## src/rtl/alu_pkg.sv

```systemverilog
// alu_pkg: ALU op encodings and the arbiter FSM state type shared by the ALU arbiter slice.
package alu_pkg;
  localparam logic [4:0] ALU_OP_ADD  = 5'b00000;
  localparam logic [4:0] ALU_OP_SLL  = 5'b00001;
  localparam logic [4:0] ALU_OP_SLT  = 5'b00010;
  localparam logic [4:0] ALU_OP_SLTU = 5'b00011;
  localparam logic [4:0] ALU_OP_XOR  = 5'b00100;
  localparam logic [4:0] ALU_OP_SRL  = 5'b00101;
  localparam logic [4:0] ALU_OP_OR   = 5'b00110;
  localparam logic [4:0] ALU_OP_AND  = 5'b00111;
  localparam logic [4:0] ALU_OP_SUB  = 5'b01000;
  localparam logic [4:0] ALU_OP_SRA  = 5'b01101;
  localparam logic [4:0] ALU_OP_BEQ  = 5'b10000;
  localparam logic [4:0] ALU_OP_BNE  = 5'b10001;
  localparam logic [4:0] ALU_OP_BLT  = 5'b10100;
  localparam logic [4:0] ALU_OP_BGE  = 5'b10101;
  localparam logic [4:0] ALU_OP_BLTU = 5'b10110;
  localparam logic [4:0] ALU_OP_BGEU = 5'b10111;
  typedef enum logic [1:0] {IDLE, WAIT, RESP} state_t;
endpackage

```

## src/rtl/rr_arbiter2.sv

```systemverilog
// rr_arbiter2: two-way one-hot grant, round-robin on ties or port 0 first when PRIO_FIXED.
// Ports: clk, reset_n (sync, active-low), req[1:0] request vector, en allows granting,
// gnt[1:0] one-hot combinational grant. last_q remembers the last granted port (resets to 1).
module rr_arbiter2 #(
  parameter bit PRIO_FIXED = 1'b0
) (
  input  logic       clk,
  input  logic       reset_n,
  input  logic [1:0] req,
  input  logic       en,
  output logic [1:0] gnt
);
  logic last_q, last_d, pick1;
  always_comb begin
    pick1 = req[1] & (~req[0] | (~PRIO_FIXED & ~last_q));
    gnt = en ? {pick1, req[0] & ~pick1} : 2'b00;
    last_d = |gnt ? gnt[1] : last_q;
  end
  always_ff @(posedge clk) begin
    if (!reset_n) last_q <= 1'b1;
    else last_q <= last_d;
  end
endmodule

```

## src/rtl/alu_arbiter.sv

```systemverilog
// alu_arbiter: shares one registered ALU between the execute stage (port 0) and branch unit (port 1).
// Ports: clk, reset_n (sync, active-low); reqN_valid/ready/op/a/b request channels;
// rspN_valid/ready/result/fault response channels; alu_available/op/in_a/in_b drive the ALU,
// alu_out/alu_fault are its registered outputs, valid the cycle after the strobe.
module alu_arbiter
  import alu_pkg::*;
#(
  parameter bit PRIO_FIXED = 1'b0
) (
  input  logic        clk,
  input  logic        reset_n,
  input  logic        req0_valid,
  input  logic        req1_valid,
  output logic        req0_ready,
  output logic        req1_ready,
  input  logic [4:0]  req0_op,
  input  logic [31:0] req0_a,
  input  logic [31:0] req0_b,
  input  logic [4:0]  req1_op,
  input  logic [31:0] req1_a,
  input  logic [31:0] req1_b,
  output logic        rsp0_valid,
  output logic        rsp1_valid,
  input  logic        rsp0_ready,
  input  logic        rsp1_ready,
  output logic [31:0] rsp0_result,
  output logic [31:0] rsp1_result,
  output logic        rsp0_fault,
  output logic        rsp1_fault,
  output logic        alu_available,
  output logic [4:0]  alu_op,
  output logic [31:0] alu_in_a,
  output logic [31:0] alu_in_b,
  input  logic [31:0] alu_out,
  input  logic        alu_fault
);
  state_t      state_q, state_d;
  logic        win_q, win_d;
  logic [31:0] res0_q, res0_d, res1_q, res1_d;
  logic        flt0_q, flt0_d, flt1_q, flt1_d;
  logic [1:0]  gnt;
  logic        cap0, cap1;
  // Grants only from IDLE and never while reset is held.
  rr_arbiter2 #(.PRIO_FIXED(PRIO_FIXED)) u_arb (
    .clk    (clk),
    .reset_n(reset_n),
    .req    ({req1_valid, req0_valid}),
    .en     (state_q == IDLE && reset_n),
    .gnt    (gnt)
  );
  always_ff @(posedge clk) begin
    if (!reset_n) begin
      state_q <= IDLE;
      win_q   <= 1'b0;
      res0_q  <= '0;
      res1_q  <= '0;
      flt0_q  <= 1'b0;
      flt1_q  <= 1'b0;
    end else begin
      state_q <= state_d;
      win_q   <= win_d;
      res0_q  <= res0_d;
      res1_q  <= res1_d;
      flt0_q  <= flt0_d;
      flt1_q  <= flt1_d;
    end
  end
  // ALU fault is only valid in WAIT, so the capture happens there and nowhere else.
  always_comb begin
    cap0 = state_q == WAIT && !win_q;
    cap1 = state_q == WAIT && win_q;
    state_d = state_q == IDLE ? (|gnt ? WAIT : IDLE) :
              state_q == WAIT ? RESP :
              (win_q ? rsp1_ready : rsp0_ready) ? IDLE : RESP;
    win_d  = |gnt ? gnt[1] : win_q;
    res0_d = cap0 ? alu_out : res0_q;
    flt0_d = cap0 ? alu_fault : flt0_q;
    res1_d = cap1 ? alu_out : res1_q;
    flt1_d = cap1 ? alu_fault : flt1_q;
  end
  always_comb begin
    req0_ready    = gnt[0];
    req1_ready    = gnt[1];
    alu_available = |gnt;
    alu_op        = gnt[1] ? req1_op : gnt[0] ? req0_op : '0;
    alu_in_a      = gnt[1] ? req1_a : gnt[0] ? req0_a : '0;
    alu_in_b      = gnt[1] ? req1_b : gnt[0] ? req0_b : '0;
    rsp0_valid    = state_q == RESP && !win_q;
    rsp1_valid    = state_q == RESP && win_q;
    rsp0_result   = res0_q;
    rsp1_result   = res1_q;
    rsp0_fault    = flt0_q;
    rsp1_fault    = flt1_q;
  end
endmodule

```

## config.mk

```make
export PLATFORM = sky130hd
export DESIGN_NAME = alu_arbiter
export DESIGN_NICKNAME = d
export VERILOG_FILES = /design/src/rtl/alu_pkg.sv /design/src/rtl/rr_arbiter2.sv /design/src/rtl/alu_arbiter.sv
export SDC_FILE = /design/constraint.sdc
export NUM_CORES = 1
export LEC_CHECK = 0
export CAP_MARGIN = 20
export CORE_AREA = 5 5 119 121
export DETAILED_ROUTE_END_ITERATION = 12
export DIE_AREA = 0 0 124 126
export DONT_BUFFER_PORTS = 1
export PLACE_DENSITY = 0.4
export RECOVER_POWER = 100
export REMOVE_ABC_BUFFERS = 1
export SETUP_SLACK_MARGIN = 0.02
export SYNTH_ARGS = -nofsm -noshare
export SYNTH_HDL_FRONTEND = slang
export SYNTH_SLANG_ARGS = --single-unit
```

## constraint.sdc

```tcl
create_clock -name clk -period 3.34 [get_ports clk]
set_input_delay 0.668 -clock clk [delete_from_list [all_inputs] [get_ports clk]]
set_output_delay 0.668 -clock clk [all_outputs]
set_load 0.02 [all_outputs]
```

# After elaboration in Yosys (flattened, before gate mapping)
# Cells that the tools add are included.
dict set report classes {
  bitwise 6
  muxes 12
  n_reduce_logical 8
  n_eq_ne 2
}
# operator count
set op_table {}
lappend op_table {{$mux W32} 4}
lappend op_table {{$mux W5} 2}
lappend op_table {{$mux W2} 4}
lappend op_table {{$logic_and A1 B1 Y1} 5}
lappend op_table {{$not A1 Y1} 3}
lappend op_table {{$and A1 B1 Y1} 2}
lappend op_table {{$eq A2 B1 Y1 const B} 1}
lappend op_table {{$eq A2 B2 Y1 const B} 1}
lappend op_table {{$logic_not A2 Y1} 1}
lappend op_table {{$mux W1} 2}
lappend op_table {{$reduce_or A2 Y1} 1}
lappend op_table {{$logic_not A1 Y1} 1}
lappend op_table {{$or A1 B1 Y1} 1}
dict set report totals {
  word_cells 35
  inputBits 177
  ff_bits 70
}

# Logic depth before layout (Yosys ltp)
dict set report logic_depth {
  depth_word 9
  ltp_mapped 5
  depth_no_buf 3
}

# By module
# Synthesis repeated with hierarchy kept, for this count alone.
dict set report hier_totals {
  cells_unflattened 360
  hier_area_um2 3435.8
}
# mod cells_per_inst area_per_inst_um2 n_inst
set by_module_without_submodules {}
lappend by_module_without_submodules {alu_arbiter 352 3379.5 1}
lappend by_module_without_submodules {rr_arbiter2 8 56.3 1}

# Worst setup path after synthesis
# No wires, ideal clock.
dict set report synth_timing {
  path_type {in2out}
  startpoint {input port req0_valid}
  endpoint {output port alu_in_b[24]}
  path_buffers 1
  t_required_ns 2.672
  slack_ns 0.783
  stages 4
  arrival_time_ns 1.889
  cell_sequence {or3b_4 -> nor3b_4 -> buf_6 -> a22o_1}
}
dict set report synth_via {
  elab_chain_cells 8
}
# item line
set synth_rtl {}
lappend synth_rtl {{start: declaration} alu_arbiter.sv:12} ;# input logic req0_valid,
lappend synth_rtl {{$not A1 Y1} rr_arbiter2.sv:15} ;# pick1 = req[1] & (~req[0] | (~PRIO_FIXED & ~last_q));
lappend synth_rtl {{$or A1 B1 Y1} rr_arbiter2.sv:15}
lappend synth_rtl {{$and A1 B1 Y1} rr_arbiter2.sv:15}
lappend synth_rtl {{$not A1 Y1} rr_arbiter2.sv:16} ;# gnt = en ? {pick1, req[0] & ~pick1} : 2'b00;
lappend synth_rtl {{$and A1 B1 Y1 *} rr_arbiter2.sv:16}
lappend synth_rtl {{$mux W2 *} rr_arbiter2.sv:16}
lappend synth_rtl {{via req0_ready} alu_arbiter.sv:14} ;# output logic req0_ready,
lappend synth_rtl {{$mux W32 * (2 in series)} alu_arbiter.sv:87} ;# alu_in_b = gnt[1] ? req1_b : gnt[0] ? req0_b : '0;
lappend synth_rtl {{end: declaration} alu_arbiter.sv:33} ;# output logic [31:0] alu_in_b,
# Mark *: on every way through the listed nets, which the timed path passes. The rest lies on a longest branch.

# Final worst setup path
dict set report layout_timing {
  startpoint {register state_q[1]}
  endpoint {output port alu_in_b[9]}
}
dict set report layout_via {
  elab_cells_between_ends 5
}
# item line
set layout_lines {}
lappend layout_lines {{start: declaration} alu_arbiter.sv:37} ;# state_t state_q, state_d;
lappend layout_lines {{start signal: assignment} alu_arbiter.sv:60} ;# state_q <= state_d;
lappend layout_lines {{$logic_not A2 Y1} alu_arbiter.sv:48} ;# .en (state_q == IDLE && reset_n),
lappend layout_lines {{$logic_and A1 B1 Y1} alu_arbiter.sv:48}
lappend layout_lines {{$mux W2} rr_arbiter2.sv:16}
lappend layout_lines {{via req1_ready} alu_arbiter.sv:15} ;# output logic req1_ready,
lappend layout_lines {{$mux W32} alu_arbiter.sv:87}
# The timed path passes the listed nets, and every way through them passes these cells.

==> results by group <==
Power
  – Fraction of power consumed by sequential logic: 41.1%
  – Fraction of power spent switching nets: 28.2%
  – Clock share of power: 46.2%
  – Max VDD drop: 0.000297 V
  – Power share of the combinational group: 12.7%
  – PD cells: 632 nW/um2
  – Overall Power: 2.35 mW
  – Switching pwr: 661 uW
  – Static leakage power: 1.31 nW
  – Internal Pwr Total: 1.68 mW

Timing
  – Achievable Freq: 330 MHz
  – Setup Skew: 9.72 ps
  – Share of the clock period used by the worst path: 90.8%
  – Worst Hold Margin: 443 ps
  – Final-report setup violation count: 0
  – Unrepaired setup endpoints after global routing: false
  – Number of max-slew violations in the final report: 52
  – Final min period: 3030 ps
  – Setup TNS: 0 ps
  – Least-Margin Pin Slew: 1940 ps
  – Max_slew headroom: -29.6%
  – Final setup slack of the worst path: 309 ps
  – Endpoints failing hold: 0

Floorplanning
  – Placement row count: 42
  – X dimension of the die: 124 um
  – Core outline area: 13,000 um2
  – Die boundary height: 126 um
  – Floorplan die area: 15,600 um2
  – Io pins: 317
  – Initial cell density of the core: 25.4%

Yosys
  – Post-synth design cell area: 3300 um2
  – Yosys reg bits: 70
  – Cell with the most instances after synthesis: sky130_fd_sc_hd__dfxtp_1
  – Synth cell count leaders: sky130_fd_sc_hd__dfxtp_1, sky130_fd_sc_hd__nand2_1, sky130_fd_sc_hd__nand3_1, sky130_fd_sc_hd__o21ai_0, sky130_fd_sc_hd__a22o_1
  – Area fraction of the dominant cell type after synthesis: 42.5%
  – Syn Inst Count: 401
  – Number of synthesized flops with an enable pin: 0
  – Most used flip-flop cell after synthesis: sky130_fd_sc_hd__dfxtp_1
  – Distinct cell type count after synthesis: 23
  – Sequential-to-total area share from yosys stat: 42.5%
  – Proportion of synthesized flip-flops having asynchronous set or reset: 0%
  – Average instance area after synthesis: 8.23 um2
  – Yosys warning count: 0
  – Largest cells by area after synthesis: sky130_fd_sc_hd__dfxtp_1, sky130_fd_sc_hd__a22o_1, sky130_fd_sc_hd__nand3_1, sky130_fd_sc_hd__o21ai_0, sky130_fd_sc_hd__nand2_1
  – Cell type with the highest aggregate area in the netlist: sky130_fd_sc_hd__dfxtp_1

Layout
  – Area growth, synth to finish: 12.5%
  – Sequential standard cell area: 1400 um2
  – Utilization after layout: 28.6%
  – Fill cell instance count of the final layout: 1,424
  – Share of layout cells above drive strength 1: 6.48%
  – Area of the multi-input gates: 1660 um2
  – Final design instance area without fill: 3710 um2
  – Final net count: 558
  – Number of standard cells in the final layout excluding fillers: 565

Global route
  – Initial antenna violation count: 2
  – First-pass GRT wire length: 21.1 mm
  – Pin count of the biggest net entering global routing: 139
  – Overall global routing resource usage: 19.8%
  – Vias in the first global route: 2,660
  – GR Overflow Total: 0
  – Peak-usage layer in the global routing report: met2
  – Met1 Use GR: 22.4%
  – Grt met3 use: 8.12%
  – Met2 routing resource usage after global routing: 33.7%

Critical path
  – Required time of the worst setup path: 2670 ps
  – Crit Path Class: reg2out
  – CP Max Fanout: 54
  – Critical path origin: state_q[1]
  – Crit. End Element: primary output
  – Startpoint types: flop
  – Origin of the critical flop-to-flop path: state_q[1]
  – Crit path DAT: 2360 ps

Drt
  – Via total after detailed routing: 2,994
  – Antenna Nets Post-Route: 0
  – Remaining routing DRC violations: 0
  – Average wire per standard cell: 29.5 um
  – Aggregate routed wire length: 16.7 mm
  – Count of routing violations after the opening detailed-route iteration: 163
  – 1st-pass router iterations: 5
  – Post-DR vias/cell: 5.30

Place
  – Estimated wirelength of the detail-placed design: 13.8 mm
  – Inst Count DP: 545
  – Placed Instance Area: 3470 um2
  – Setup Slack @ Placement: 454 ps
  – Placer Congestion: 0.801
  – Total of buffers placed on input and output ports: 0

Min path
  – Worst min-delay path class: in2reg
  – Hold path start: req1_valid

CTS
  – Number of buffers inserted during clock tree synthesis: 9
  – Clock latency of the later-clocked register in the worst-skew pair: 330 ps
  – Clock Pin Slew Worst Setup and Hold Paths: 60 ps
  – CTS Hold Buffers Added: 0
  – CTS tree: yes
  – Number of clock sinks: 70
  – H-Tree Depth: 3
  – Longest Clk Path Bufs: 2
  – Root buffer cell: sky130_fd_sc_hd__clkbuf_16
  – Number of cells upsized or downsized after cts: 0
  – Post-CTS setup buffers: 0

Run
  – Number of max-cap violations: 1

Status
  – Outcome: finished with violations
  – Failing checks: max-capacitance violations, max-slew violations
cell type report:
cell class,count,area share (%)
multi-input cells,286,44.8
flip-flops and latches,70,37.7
clock buffers,12,7.18
well taps,176,5.93
clock inverters,4,2.06
repair buffers,13,1.99
diodes,3,0.202
inverters,1,0.101
kinds of logic after synthesis:
family	synth area share, %
muxes	0.303
buffers and inverters	6.94
DFF	42.5
and+or+nand+nor	20.8
AOI/OAI and AO/OA	29.5
power by group through the flow:
stage          Clock (mW)  Sequential (mW)  Combinational (mW)
5_1_grt              1.15            0.971               0.322
3_5_place_dp            0            0.983               0.328
6_report             1.08            0.965               0.297
4_1_cts              1.11            0.966               0.328
3_3_place_gp            0            0.984               0.315
2_1_floorplan           0            0.967               0.244
final timing paths:
| kind | to | slack [ps] | cells past startpoint |
|---|---|---|---|
| worst min-delay path | state_q[0] | 440 | 1 |
| worst min register to register | u_arb.last_q | 510 | 2 |
| worst max-delay path | alu_in_b[9] | 310 | 5 |
| worst max register to register | rsp0_result[17] | 570 | 3 |
flip-flops by register name (all words and copies together) (netlist names):
name / cells
rsp0_result: 32
rsp1_result: 32
state_q: 2
rsp0_fault: 1
rsp1_fault: 1
u_arb.last_q: 1
win_q: 1
routing by layer:
metal | share of wire, % | wire length, um
met3 | 11 | 1890
met1 | 37 | 6090
met2 | 51 | 8500
met5 | 0 | 0
met4 | 1.2 | 208
cells in the final DEF, fill, tap and decap left out:
cell / netlist / final
sky130_fd_sc_hd__diode_2: 0 / 3
sky130_fd_sc_hd__mux2i_1: 1 / 1
sky130_fd_sc_hd__clkbuf_1: 24 / 9
sky130_fd_sc_hd__nand3b_1: 1 / 1
sky130_fd_sc_hd__nor3b_4: 1 / 1
sky130_fd_sc_hd__or3b_1: 0 / 1
sky130_fd_sc_hd__buf_4: 0 / 2
sky130_fd_sc_hd__bufinv_16: 0 / 2
sky130_fd_sc_hd__clkbuf_2: 0 / 1
sky130_fd_sc_hd__buf_12: 0 / 1
sky130_fd_sc_hd__o311ai_0: 1 / 1
sky130_fd_sc_hd__a31o_2: 1 / 1
sky130_fd_sc_hd__inv_1: 1 / 1
sky130_fd_sc_hd__dfxtp_1: 70 / 70
sky130_fd_sc_hd__clkbuf_16: 0 / 9
sky130_fd_sc_hd__a22o_1: 65 / 68
sky130_fd_sc_hd__a22o_2: 4 / 1
sky130_fd_sc_hd__inv_6: 0 / 1
sky130_fd_sc_hd__clkbuf_8: 0 / 3
sky130_fd_sc_hd__nor3b_1: 2 / 2
sky130_fd_sc_hd__and3_2: 0 / 1
sky130_fd_sc_hd__clkinvlp_4: 0 / 1
sky130_fd_sc_hd__nand2b_1: 1 / 1
sky130_fd_sc_hd__or3b_2: 1 / 1
sky130_fd_sc_hd__nand2_1: 69 / 69
sky130_fd_sc_hd__o21a_1: 2 / 2
sky130_fd_sc_hd__o21ai_0: 66 / 66
sky130_fd_sc_hd__and3b_1: 0 / 2
sky130_fd_sc_hd__nand3_1: 67 / 67
worst max-delay path, cell delays in order (launching register included):
cell                       delay, ps
sky130_fd_sc_hd__dfxtp_1         380
sky130_fd_sc_hd__nor3b_1         340
sky130_fd_sc_hd__and3_2          550
sky130_fd_sc_hd__buf_12          280
sky130_fd_sc_hd__a22o_1          190
sky130_fd_sc_hd__clkbuf_1        250
(Power assumes the default switching activity.)
